--- src/rtl/alu_seq.sv ---
// Multi-cycle successor ALU: 1-cycle arith/logic/branch, WIDTH-iteration shift-add MUL (and DIV when ALU_DIV_EN is defined).
// Latency 1 edge for single-cycle ops, WIDTH+1 edges for MUL/DIV; in_ready drops while an iterative op runs, so in_valid must be held.
module alu_seq #(
    parameter int WIDTH = 8,
    parameter int OPW   = 5
) (
    input  logic                 Clk,
    input  logic                 reset,
    input  logic                 in_valid,
    output logic                 in_ready,
    input  logic [OPW-1:0]       op,
    input  logic [WIDTH-1:0]     DatA,
    input  logic [WIDTH-1:0]     DatB,
    output logic                 out_valid,
    output logic [2*WIDTH-1:0]   Rslt,
    output logic                 branch,
    output logic [3:0]           flags,
    output logic                 busy
);

    localparam int CW = (WIDTH > 1) ? $clog2(WIDTH) : 1;

    localparam logic [OPW-1:0] OP_ADD = OPW'(0);
    localparam logic [OPW-1:0] OP_SUB = OPW'(1);
    localparam logic [OPW-1:0] OP_AND = OPW'(2);
    localparam logic [OPW-1:0] OP_XOR = OPW'(3);
    localparam logic [OPW-1:0] OP_SHL = OPW'(4);
    localparam logic [OPW-1:0] OP_SHR = OPW'(5);
    localparam logic [OPW-1:0] OP_MOV = OPW'(6);
    localparam logic [OPW-1:0] OP_CMP = OPW'(7);
    localparam logic [OPW-1:0] OP_MUL = OPW'(8);
`ifdef ALU_DIV_EN
    localparam logic [OPW-1:0] OP_DIV = OPW'(9);
`endif
    localparam logic [OPW-1:0] OP_BEQ = OPW'(16);
    localparam logic [OPW-1:0] OP_BNE = OPW'(17);
    localparam logic [OPW-1:0] OP_BLT = OPW'(18);
    localparam logic [OPW-1:0] OP_BLE = OPW'(19);
    localparam logic [OPW-1:0] OP_BGT = OPW'(20);
    localparam logic [OPW-1:0] OP_BGE = OPW'(21);
    localparam logic [OPW-1:0] OP_B   = OPW'(22);
    localparam logic [OPW-1:0] OP_BOF = OPW'(23);

    typedef enum logic {S_IDLE, S_RUN} state_t;

    state_t                 state, state_nxt;
    logic [CW-1:0]          iter;
    logic                   accept, last_iter;

    logic [WIDTH:0]         sum, diff;
    logic                   v_add, v_sub, shift_oor;
    logic [WIDTH-1:0]       shl_res, shr_res;

    logic [2*WIDTH-1:0]     sc_rslt;
    logic                   sc_branch, sc_flag_we, start_multi;
    logic [3:0]             sc_flags;

    logic [2*WIDTH-1:0]     mul_acc, mul_mcand, mul_acc_nxt;
    logic [WIDTH-1:0]       mul_mplier;

    assign in_ready  = (state == S_IDLE);
    assign busy      = ~in_ready;
    assign accept    = in_valid && in_ready;
    assign last_iter = (state == S_RUN) && (iter == CW'(WIDTH - 1));

    assign sum       = {1'b0, DatA} + {1'b0, DatB};
    assign diff      = {1'b0, DatA} - {1'b0, DatB};
    assign v_add     = (DatA[WIDTH-1] == DatB[WIDTH-1]) && (sum[WIDTH-1]  != DatA[WIDTH-1]);
    assign v_sub     = (DatA[WIDTH-1] != DatB[WIDTH-1]) && (diff[WIDTH-1] != DatA[WIDTH-1]);
    assign shift_oor = (32'(DatB) >= WIDTH);
    assign shl_res   = shift_oor ? '0 : (DatA << DatB);
    assign shr_res   = shift_oor ? '0 : (DatA >> DatB);

    assign mul_acc_nxt = mul_acc + (mul_mplier[0] ? mul_mcand : '0);

`ifdef ALU_DIV_EN
    logic                   is_div;
    logic [WIDTH-1:0]       div_rem, div_quo, div_den;
    logic [WIDTH:0]         div_trial;
    logic                   div_ge;
    logic [WIDTH-1:0]       div_rem_nxt, div_quo_nxt;

    // Restoring step: shift the next dividend bit into the remainder, subtract if it fits.
    assign div_trial   = {div_rem, div_quo[WIDTH-1]};
    assign div_ge      = div_trial >= {1'b0, div_den};
    assign div_rem_nxt = div_ge ? (div_trial[WIDTH-1:0] - div_den) : div_trial[WIDTH-1:0];
    assign div_quo_nxt = {div_quo[WIDTH-2:0], div_ge};
`endif

    always_comb begin
        sc_rslt     = '0;
        sc_branch   = 1'b0;
        sc_flag_we  = 1'b0;
        sc_flags    = flags;
        start_multi = 1'b0;
        case (op)
            OP_ADD: begin
                sc_rslt    = (2*WIDTH)'(sum);
                sc_flag_we = 1'b1;
                sc_flags   = {sum[WIDTH-1], sum[WIDTH-1:0] == '0, sum[WIDTH], v_add};
            end
            OP_SUB, OP_CMP: begin
                sc_rslt    = (op == OP_SUB) ? (2*WIDTH)'(diff[WIDTH-1:0]) : '0;
                sc_flag_we = 1'b1;
                sc_flags   = {diff[WIDTH-1], diff[WIDTH-1:0] == '0, ~diff[WIDTH], v_sub};
            end
            OP_AND: sc_rslt = (2*WIDTH)'(DatA & DatB);
            OP_XOR: sc_rslt = (2*WIDTH)'(DatA ^ DatB);
            OP_SHL: sc_rslt = (2*WIDTH)'(shl_res);
            OP_SHR: sc_rslt = (2*WIDTH)'(shr_res);
            OP_MOV: sc_rslt = (2*WIDTH)'(DatB);
            OP_MUL: start_multi = 1'b1;
`ifdef ALU_DIV_EN
            OP_DIV: start_multi = 1'b1;
`endif
            // Branches read the registered flags, so a flag op one cycle earlier is already visible.
            OP_BEQ: sc_branch = flags[2];
            OP_BNE: sc_branch = ~flags[2];
            OP_BLT: sc_branch = ~flags[1];
            OP_BLE: sc_branch = ~flags[1] | flags[2];
            OP_BGT: sc_branch = flags[1] & ~flags[2];
            OP_BGE: sc_branch = flags[1];
            OP_B:   sc_branch = 1'b1;
            OP_BOF: sc_branch = flags[0];
            default: ;
        endcase
    end

    always_comb begin
        state_nxt = state;
        case (state)
            S_IDLE:  if (accept && start_multi) state_nxt = S_RUN;
            S_RUN:   if (last_iter) state_nxt = S_IDLE;
            default: state_nxt = S_IDLE;
        endcase
    end

    always_ff @(posedge Clk or posedge reset) begin
        if (reset) state <= S_IDLE;
        else       state <= state_nxt;
    end

    always_ff @(posedge Clk or posedge reset) begin
        if (reset) begin
            out_valid  <= 1'b0;
            Rslt       <= '0;
            branch     <= 1'b0;
            flags      <= '0;
            iter       <= '0;
            mul_acc    <= '0;
            mul_mcand  <= '0;
            mul_mplier <= '0;
`ifdef ALU_DIV_EN
            is_div     <= 1'b0;
            div_rem    <= '0;
            div_quo    <= '0;
            div_den    <= '0;
`endif
        end else begin
            out_valid <= 1'b0;
            if (accept && !start_multi) begin
                out_valid <= 1'b1;
                Rslt      <= sc_rslt;
                branch    <= sc_branch;
                if (sc_flag_we) flags <= sc_flags;
            end
            if (accept && start_multi) begin
                iter       <= '0;
                mul_acc    <= '0;
                mul_mcand  <= (2*WIDTH)'(DatA);
                mul_mplier <= DatB;
`ifdef ALU_DIV_EN
                is_div     <= (op == OP_DIV);
                div_rem    <= '0;
                div_quo    <= DatA;
                div_den    <= DatB;
`endif
            end
            if (state == S_RUN) begin
                iter       <= iter + 1'b1;
                mul_acc    <= mul_acc_nxt;
                mul_mcand  <= mul_mcand << 1;
                mul_mplier <= mul_mplier >> 1;
`ifdef ALU_DIV_EN
                div_rem    <= div_rem_nxt;
                div_quo    <= div_quo_nxt;
`endif
                if (last_iter) begin
                    out_valid <= 1'b1;
                    branch    <= 1'b0;
`ifdef ALU_DIV_EN
                    if (is_div) begin
                        Rslt     <= {div_rem_nxt, div_quo_nxt};
                        flags[0] <= (div_den == '0);
                    end else begin
                        Rslt     <= mul_acc_nxt;
                    end
`else
                    Rslt      <= mul_acc_nxt;
`endif
                end
            end
        end
    end

endmodule

--- config.mk ---
export PLATFORM = sky130hd
export DESIGN_NAME = alu_seq
export DESIGN_NICKNAME = d
export VERILOG_FILES = /design/src/rtl/alu_seq.sv
export SDC_FILE = /design/constraint.sdc
export NUM_CORES = 1
export LEC_CHECK = 0
export CELL_PAD_IN_SITES_DETAIL_PLACEMENT = 0
export CELL_PAD_IN_SITES_GLOBAL_PLACEMENT = 1
export CORE_ASPECT_RATIO = 0.6
export CORE_MARGIN = 3
export CORE_UTILIZATION = 40
export DETAILED_ROUTE_END_ITERATION = 6
export PLACE_DENSITY = 0.89
export SLEW_MARGIN = 20
export SYNTH_ARGS = -nofsm -noshare
export SYNTH_HDL_FRONTEND = slang
export SYNTH_SLANG_ARGS = --single-unit
--- constraint.sdc ---
create_clock -name Clk -period 2.35 [get_ports Clk]
set_input_delay 0.47 -clock Clk [delete_from_list [all_inputs] [get_ports Clk]]
set_output_delay 0.47 -clock Clk [all_outputs]
set_load 0.05 [all_outputs]
==> impl_metrics.tcl <==
set metrics [dict create \
    outcome "finished with violations" \
    violations "negative setup slack" \
    initial_core_util_pct 42.12 \
    period_share_pct 105.9 \
    syn_area_um2 5211 \
    htreeDepth 3 \
    die_h_um 94.42 \
    coreArea_um2 12370 \
    async_flop_share_pct 100.0 \
    cts_buffers 9 \
    fin_crit_ns 2.488 \
    ios 48 \
    peakVddDrop_uv 469.5 \
    die-area_um2 14480 \
    gp_congestion 0.9309 \
    cts_tree "done" \
    critical_path_class "flip-flop to flip-flop" \
    track_usage_pct 25.58 \
    ys_ff_latch 66 \
    p_leak_nw 3.599 \
    row_count 31 \
    drt_first_iter_violations 460 \
    drv_cap 0 \
    antenna_found_initial 0 \
    setup_viol_count_final 11 \
    whs_ns 0.4505 \
    vias 5696 \
    dieWidth_um 153.4 \
    cp_max_fo 5 \
    avgSynthCellArea_um2 8.338 \
    routed_wl_um 19170 \
    cp-end-kind "flip-flop" \
    nNetsFinal 859 \
    synth_ff_type "dfrtp_1" \
    clkTransAtPathRegs_ns 0.06 \
    drive_above_1_share_pct 32.13 \
    grt_max_degree 39 \
    stdcell_count 968 \
    netlist_instances 625 \
    rsz0062_at_grt "yes" \
    clk_path_buf_depth 2 \
    fin_ws_ns -0.1379 \
    synth_top_area_share_pct 31.69 \
    placed_cells 935 \
    ant_nets 0 \
    yosysSeqAreaShare_pct 31.69 \
    cts-hold-fix-buffers 0 \
    maxSlewHeadroom_pct 62.71 \
    skew_ns 0.007972 \
    grt_pass1_wl_um 29080 \
    dp_slack_ns -0.5053 \
    grt.overflow.total 0 \
    yosysUniqueCellTypes 71 \
    synth_edf_count 0 \
    setup-tns-final_ns -0.5325 \
    min_path_type "primary input to asynchronous set/reset pin" \
    power.density_nw_per_um2 772.5 \
    worst_pin_slew_ns 0.5593 \
    cp_data_required_time_ns 2.62 \
    clock-sinks 66 \
    synth_top_cell_by_area "dfrtp_1" \
    hold_viol 0 \
    p_total_mw 6.012 \
    place_hpwl_um 14450 \
    first_pass_iters 5 \
    area_delta_synth_final_pct 49.34 \
    arrival_ns 2.75 \
    cts_root_buf "clkbuf_16" \
    start_kind "flip-flop" \
    port_buffers 47 \
    synth_nets 686 \
    routed_via_density 5.884 \
    n_fill_cell 989 \
    yosys-top-cells-area "dfrtp_1 (32%), ha_1 (8.2%), nand2_1 (6.5%)" \
    clock_latency_ns 0.34 \
    synth_warnings 0 \
    wl_per_cell_um 19.80 \
    post-route-drc-count 0 \
    diodes 0 \
    grt_pass1_vias 5357 \
    clock.fmax_mhz 402.0 \
    finalMaxSlewViolations 0 \
]
## synth_stat cells, types with 15 or more instances
cell type   n
a21oi_1    30
and2_1     20
clkbuf_1   23
dfrtp_1    66
ha_1       34
inv_1      19
mux2i_1    19
nand2_1    90
nor2_1     43
o21ai_0    53
o21ai_1    15
xnor2_1    17
## cells by family after synthesis
group | count (synthesis) | synth area share [%]
xor gates and xnor gates | 27 | 4.682
and+or+nand+nor | 221 | 20.29
buffers and inverters | 57 | 4.442
adders and majority gates | 37 | 9.316
AOI/OAI and AO/OA | 191 | 24.20
muxes | 26 | 5.378
DFF | 66 | 31.69
## final cells by class
type	instances	area [um2]	share of cell area (%)
Clock inverter	5	78.83	1.013
Tap cell	165	206.4	2.653
Timing Repair Buffer	198	1658	21.30
Clock buffer	11	232.7	2.990
Sequential cell	66	1654	21.25
Inverter	21	80.08	1.029
Multi-Input combinational cell	502	3872	49.76
## registers in the layout, summed over array words and instances, names as in the netlist
register	flops
Rslt	16
mul_acc	16
mul_mcand	16
mul_mplier	8
flags	4
iter	3
branch	1
busy	1
out_valid	1
## where the power goes
part | internal [mW] | total (mW) | switching [mW]
clock | 0.927 | 1.43 | 0.504
sequential | 1.48 | 1.80 | 0.319
combinational | 1.24 | 2.78 | 1.54
total | 3.65 | 6.01 | 2.36
## stage by stage
| stage | util, % | area (um2) |
|---|---|---|
| 4_1_cts | 58.98 | 7298 |
| 6_report | 62.90 | 7782 |
| 2_1_floorplan | - | 5238 |
| 5_1_grt | 62.90 | 7782 |
| 3_5_place_dp | 54.87 | 6789 |
| 3_3_place_gp | 54.87 | 6789 |
## worst max-delay path: stages, from the launching register on
cell      delay [ns]
dfrtp_2         0.44
and2_4          0.16
ha_4            0.16
fa_2            0.37
a21oi_2         0.17
nor2_2          0.06
nand4b_1        0.18
a21o_1          0.21
a211o_1         0.26
mux2_4          0.29
o21ai_2         0.11
## final timing paths
kind / slack [ns] / cells after the start / end / start
max: -0.14 / 10 / Rslt[12] / mul_mplier[0]
min: 0.45 / 2 / branch / reset
max reg2reg: -0.14 / 10 / Rslt[12] / mul_mplier[0]
min reg2reg: 0.48 / 2 / branch / branch
max in group asynchronous: 1.32 / 3 / mul_mplier[0] / reset
min in group Clk: 0.48 / 2 / branch / branch
## layout by cell type, fill, tap and decap left out, types with 6 or more instances in the layout
cell type,n
buf_4,147
nand2_1,90
dfrtp_1,64
o21ai_0,51
nor2_1,42
clkdlybuf4s50_1,32
a21oi_1,26
mux2i_1,18
ha_4,17
inv_1,16
ha_1,16
a22o_1,14
and2_1,12
xnor2_1,12
o21ai_1,12
nand3_1,11
nor3_1,11
clkbuf_16,9
dlymetal6s2s_1,9
nor2b_1,8
a22oi_1,8
xor2_1,8
a221oi_1,8
nand4_1,7
and2_4,7
o211ai_1,6
nand2b_1,6
## layer usage
| layer | vias up | routed length, um | track usage, % |
|---|---|---|---|
| li1 | 2605 | - | - |
| met1 | 2792 | 8917 | 39.03 |
| met2 | 276 | 8041 | 36.42 |
| met3 | 23 | 1977 | 6.777 |
| met4 | 0 | 233 | 4.849 |
| met5 | - | 0 | 0 |
## repair_timing
item / 4_1_cts / 5_1_grt
setup buffers: 5 / 11
endpoints found under the setup margin: 24 / 26
cloned: 0 / 1
resized for setup: 34 / 72
pin swaps: 20 / 37
No activity file was read; power rests on OpenSTA's default activity.
==> edit (config.mk and constraints unchanged) <==
Build with the macro `ALU_DIV_EN` defined.
--- a/src/rtl/alu_seq.sv
+++ b/src/rtl/alu_seq.sv
@@ -2,2 +2,4 @@
 // Latency 1 edge for single-cycle ops, WIDTH+1 edges for MUL/DIV; in_ready drops while an iterative op runs, so in_valid must be held.
+`define ALU_DIV_EN
+
 module alu_seq #(
Formal check against the unedited RTL: not equivalent (Yosys sat finds a counterexample within 4 cycles, from zero or initial values and one cycle with reset high).
==> edit against the unedited design <==
The run ends with DRC, setup timing left; synthesized area rose by 32%; sequential cell count increased by 25; fmax decreased by 5.3%; cell area grew 27%; synthesized cell count is 28% higher; die area up 30%; power grew 57%; hold slack better by 0.027 ns; routed wire length up 21%; setup slack worse by 0.14 ns; largest cell class unchanged; largest power group unchanged.
==> edit: results (changes against the unedited design) <==
status=complete, but fails checks; Worst EP arrival=2.91 ns (+0.16 ns); drt first pass iters=7 (+2); setup slack after layout=-0.278 ns (-0.140 ns); Post-route DRC=3 (+3); Routed WL=23200 um (+21%); Leak=4.60 nW (+28%); count of plain and timing-repair buffers=251 (+27%); Seq area share=23.1% (+1.9 points); number of DRC markers in iteration 0=767 (+67%); clock-net power=1.59 mW (+11%); Post-CTS Setup Inserts=13 (+8); largest net degree at the start of global routing=46 (+18%); Signal buf overhead=21.0% (-0.33 points); syn nets=866 (+26%); multi-input combinational area share=48.0% (-1.7 points); worst slack, placed=-0.784 ns (-0.278 ns); relative slew slack=55.0% (-7.7 points); Comb. pwr=5.35 mW (+92%); Final Wtd Congestion=0.994 (+6.8%); layout cells sized above 1=31.8% (-0.30 points); Fill cells=1442 (+46%); inverters=41 (+95%); Setup violations, final=15 (+4); post-synthesis mux area share=4.98% (-0.40 points); NumNets Final=1082 (+26%); failing checks=DRC, setup timing
[edit: cell count changes in the layout (fill, tap and decap cells not counted), sizes merged, moves of 12 or more]
cell	delta
nand2	+25
dfrtp	+25
a221o	+12
inv	+21
buf	+56
a21oi	+12
[edit: stage by stage]
step	util [%]	hold WS, ns	std cells
final	59.7	0.478	1246
after global routing	59.7	0.509	1246
after CTS	58.2	0.481	1244
after detailed placement	54.4	0.461	1217
after global placement	54.4	0.455	1217
after floorplan	-	0.440	797
[edit: routing by layer]
metal | vias up | track usage (%) | wire (um)
met2 | 280 | 35.3 | 9680
met1 | 3384 | 36.9 | 11100
met3 | 27 | 6.77 | 2150
li1 | 3355 | - | -
met4 | 0 | 5.01 | 276
met5 | - | 0 | 0
[edit: worst max-delay path: cells and delay by family, from the launching register on]
kind | cells | cell delay [ns]
flip-flops | 1 | 0.47
AND/OR/NAND/NOR | 2 | 0.32
AO/OA/AOI/OAI | 6 | 1.42
buffers and inverters | 1 | 0.13
adder cells (fa/ha/maj) | 1 | 0.21
